File: config.mk
export PLATFORM = sky130hd
export DESIGN_NAME = div64_share_arb
export DESIGN_NICKNAME = d
export VERILOG_FILES = /design/src/rtl/div64_share_arb.sv
export SDC_FILE = /design/constraint.sdc
export NUM_CORES = 1
export LEC_CHECK = 0
export CORE_AREA = 2 2 510 512
export CTS_CLUSTER_SIZE = 40
export DETAILED_ROUTE_END_ITERATION = 8
export DIE_AREA = 0 0 512 514
export PLACE_DENSITY = 0.31
export SYNTH_ARGS = -nofsm -noshare
export SYNTH_HDL_FRONTEND = slang
export SYNTH_SLANG_ARGS = --single-unit
export TNS_END_PERCENT = 5
File: constraint.sdc
create_clock -name clock -period 4 [get_ports clock]
set_input_delay 0.4 -clock clock [delete_from_list [all_inputs] [get_ports clock]]
set_output_delay 0.4 -clock clock [all_outputs]
set_load 0.01 [all_outputs]
File: src/rtl/div64_share_arb.sv
// div64_share_arb: round-robin arbiter sharing one 64-bit divider among four requesters
module div64_share_arb #(
    parameter int NREQ = 4,
    parameter int TAGW = 5
) (
    input  logic               clock,
    input  logic               reset,
    input  logic [NREQ-1:0]    req_valid,
    output logic [NREQ-1:0]    req_ready,
    input  logic [NREQ*64-1:0] req_in1,
    input  logic [NREQ*64-1:0] req_in2,
    output logic [NREQ-1:0]    rsp_valid,
    input  logic [NREQ-1:0]    rsp_ready,
    output logic [NREQ*64-1:0] rsp_quotient,
    output logic [NREQ*64-1:0] rsp_remainder,
    output logic [NREQ-1:0]    rsp_div_by_zero,
    input  logic               stall,
    output logic               busy,
    output logic               err,
    output logic [63:0]        div_in1,
    output logic [63:0]        div_in2,
    output logic [TAGW-1:0]    div_in_usr,
    output logic               div_in_en,
    output logic               div_stop,
    input  logic [63:0]        div_quotient,
    input  logic [63:0]        div_remainder,
    input  logic [TAGW-1:0]    div_out_usr,
    input  logic               div_div_by_zero,
    input  logic               div_out_en
);
    logic [NREQ-1:0]   outstanding, elig;
    logic [2*NREQ-1:0] rot;
    logic [1:0]        rr_ptr, off, gnt_id, rid;
    logic              gnt_vld, res_ok, res_bad;
    // gating with reset keeps req_ready low while reset is asserted
    assign elig = req_valid & ~outstanding & ~rsp_valid & {NREQ{reset & ~stall}};
    assign rot = {elig, elig} >> rr_ptr;
    always_comb begin
        off = 2'd0;
        for (int k = NREQ - 1; k >= 0; k--) off = rot[k] ? 2'(k) : off;
    end
    assign gnt_vld    = |elig;
    assign gnt_id     = rr_ptr + off;
    assign req_ready  = {NREQ{gnt_vld}} & (NREQ'(1) << gnt_id);
    assign div_in_en  = gnt_vld;
    assign div_in1    = gnt_vld ? req_in1[{gnt_id, 6'd0} +: 64] : '0;
    assign div_in2    = gnt_vld ? req_in2[{gnt_id, 6'd0} +: 64] : '0;
    assign div_in_usr = gnt_vld ? TAGW'(gnt_id) : '0;
    assign div_stop   = stall;
    assign busy       = |outstanding;
    assign rid        = div_out_usr[1:0];
    assign res_ok     = div_out_en & outstanding[rid] & ~|div_out_usr[TAGW-1:2];
    assign res_bad    = div_out_en & ~res_ok;
    always_ff @(posedge clock) begin
        if (!reset) begin
            outstanding     <= '0;
            rsp_valid       <= '0;
            rsp_quotient    <= '0;
            rsp_remainder   <= '0;
            rsp_div_by_zero <= '0;
            rr_ptr          <= 2'd0;
            err             <= 1'b0;
        end else begin
            rsp_valid <= rsp_valid & ~rsp_ready;
            if (gnt_vld) begin
                outstanding[gnt_id] <= 1'b1;
                rr_ptr              <= gnt_id + 2'd1;
            end
            if (res_ok) begin
                outstanding[rid]                  <= 1'b0;
                rsp_valid[rid]                    <= 1'b1;
                rsp_quotient[{rid, 6'd0} +: 64]   <= div_quotient;
                rsp_remainder[{rid, 6'd0} +: 64]  <= div_remainder;
                rsp_div_by_zero[rid]              <= div_div_by_zero;
            end
            if (res_bad) err <= 1'b1;
        end
    end
endmodule

==> results.toml <==
[routing]
routed_wl_mm = 247
via_count = 34700
antenna_left = 0
wl_met2_mm = 120
post_drt_via_cell_ratio = 4.02
m1WireLength_mm = 102
wl_per_cell_um = 28.6
first_pass_iters = 5
top_layer_used = "met5"
drt_iter0_drc = 2173
route.detailed.drc = 0
dr_wl_met3_mm = 18.5

[placement]
hpwl_mm = 198
postPlaceCellArea_um2 = 48900
gp_congestion = 0.925
portBuffers = 1315

[die]
num_rows = 187
die_w_um = 512
die_area_um2 = 263000
die_y_um = 514
core_region_area_um2 = 258000
ios = 1319
start_util_pct = 11.5

[timing]
clock_skew_ns = 0.0719
hold_slack_ns = 0.101
fin_crit_sh_pct = 108
tightest_slew_ns = 1.24
setup-tns-final_ns = -18.72
fin_ws_ns = -0.308
rsz0062_at_grt = "true"
hold_violations = 0
slew_viol_final = 0
slew_headroom_pct = 17.1
min_period_ns = 4.31
fmax_mhz = 232
finalSetupViolations = 119

[yosys]
synth-edff-count = 0
synth-seq-cells = 527
async_reset_ff_share_pct = 0
synth-seq-area-share_pct = 35.6
synthDistinctLibCells = 44
synth_warnings = 0
synth_area_um2 = 29700
avgSynthCellArea_um2 = 7.91
ys.flop_type = "dfxtp_1"
synthCells = 3747

[cells_and_area]
drive_above_1_share_pct = 15.3
fin_area_um2 = 53600
mostFrequentLayoutCell = "clkdlybuf4s50_1"
layout-area-overhead-vs-synth_pct = 80.7
most-common-layout-cells = "1180 x clkdlybuf4s50_1, 642 x nand2_1, 522 x dfxtp_1"
nets = 5795

[run_status]
status = "complete, but fails checks"
violations = "negative setup slack"

[clocking]
clockBufferDepth = 3
clk_pin_slew_worst_paths_ns = 0.06
clkSinkCount = 527
insertion_delay_ns = 0.73
cts_root_buffer = "clkbuf_16"
ctsHoldBuffers = 0
cts_tree = "yes"
cts_max_level = 3
cts_buffers = 74

[setup_path]
crit_fanout = 8
worstPathArrival_ns = 3.91
critPathCaptureType = "output port"
crit_type = "reg2out"
cp.required_ns = 3.60
startpoint_type = "register"

[global_routing]
grt_max_degree = 221
antenna_found_initial = 134
first_global_vias = 33800
overflow = 0
grt_first_pass_wirelength_mm = 323
grt_usage_pct = 17.9

[pwr]
irDropWorstVdd_mv = 0.276
leakagePower_nw = 17.6
pwr_density_cell_nw_per_um2 = 324

[min_path]
hp-class = "in2reg"

[flow_run]
drv_cap = 0
[cells in the mapped netlist, types with 2 or more instances]
master	number	area [µm²]
nand3_1	518	2590
nand2_1	653	2450
buf_1	44	165
or3_1	2	12.5
mux2i_1	516	5160
and2_1	8	50.1
clkbuf_1	329	1230
nor3_1	517	2590
o21ai_0	2	10.0
nor2_1	7	26.3
nand4b_1	4	35.0
nand2b_1	5	31.3
a21boi_0	516	3870
buf_2	4	20.0
ha_1	10	125
nor4_1	2	12.5
o21ai_1	2	10.0
nand4_1	6	37.5
xnor2_1	3	26.3
or3b_1	3	26.3
buf_4	8	60.1
buf_6	23	259
nor2b_1	6	37.5
inv_1	6	22.5
a2111oi_0	3	26.3
nor3b_1	6	45.0
dfxtp_1	527	10600
[path summary, 6_finish.rpt]
kind,startpoint,endpoint,slack (ns),cells past startpoint
setup reg to reg,outstanding[0],rr_ptr[1],1.19,10
setup / recovery,outstanding[0],div_in2[23],-0.31,16
hold / removal,reset,rsp_remainder[157],0.10,3
hold reg to reg,rsp_quotient[206],rsp_quotient[206],0.46,2
[power by group]
group	internal (mW)	leakage (nW)	total (mW)	switching [mW]
sequential	5.26	4.25	5.26	0.00532
clock	3.94	1.21	6.83	2.89
combinational	2.61	12.1	5.29	2.68
[worst max-delay path, cell delays in order, from the launching register on]
cell and delay, ns:
dfxtp_2 0.33, or3b_4 0.17, buf_6 0.10, nor4_1 0.03, or3_1 0.34, a221o_1 0.39, ha_4 0.32, buf_12 0.19
buf_12 0.17, buf_12 0.13, buf_8 0.11, mux2i_4 0.28, nor3_2 0.07, mux2i_1 0.16, buf_4 0.17, nand2_4 0.06
buf_8 0.14
[cell type report]
class,instances,area (µm²)
Sequential cell,527,10600
Inverter,6,22.5
Clock buffer,109,2130
Tap cell,3402,4260
Fill cell,28600,204000
Clock inverter,22,344
Antenna cell,40,100
Multi-Input combinational cell,2808,18700
Timing Repair Buffer,1710,17400
[per-stage QoR]
| stage | instances | utilization, % | setup slack [ns] | total power, mW |
|---|---|---|---|---|
| 6_report | 8624 | 20.8 | -0.308 | 17.4 |
| 5_1_grt | 8607 | 20.7 | -0.507 | 18.1 |
| 4_1_cts | 8568 | 20.5 | -0.386 | 17.5 |
| 3_5_place_dp | 8406 | 18.9 | -1.30 | 9.84 |
| 3_3_place_gp | 8406 | 18.9 | -1.30 | 9.84 |
| 2_1_floorplan | 3749 | - | 0.260 | 7.18 |
[cell families after synthesis]
kind of cell             count (synthesis)  synth area share, %
AO/OA/AOI/OAI                          533                 13.5
flip-flops                             527                 35.6
other                                    1               0.0126
multiplexers                           517                 17.5
XOR/XNOR                                 4                0.118
AND/OR/NAND/NOR                       1741                 26.9
buffers and inverters                  414                 5.94
adder cells (fa/ha/maj)                 10                0.422
[state kept, by name, indices dropped and copies added, names as in the netlist]
name and cells:
rsp_valid 4, rsp_remainder 256, rsp_quotient 256, rsp_div_by_zero 4, outstanding 4, err 1, rr_ptr 2
[timing repair]
action	4_1_cts	5_1_grt
buffers inserted	28	14
gates cloned	4	2
pin swaps	23	18
setup endpoints to repair	134	133
endpoints found under the hold margin	0	0
gates resized for setup	541	125
[metal layers]
metal / up-vias / global-route usage (%)
met5: - / 0
met4: 26 / 4.54
met3: 318 / 5.35
met2: 1232 / 30.9
met1: 17100 / 21.5
li1: 16000 / -
Power figures use the tool's default switching activity.
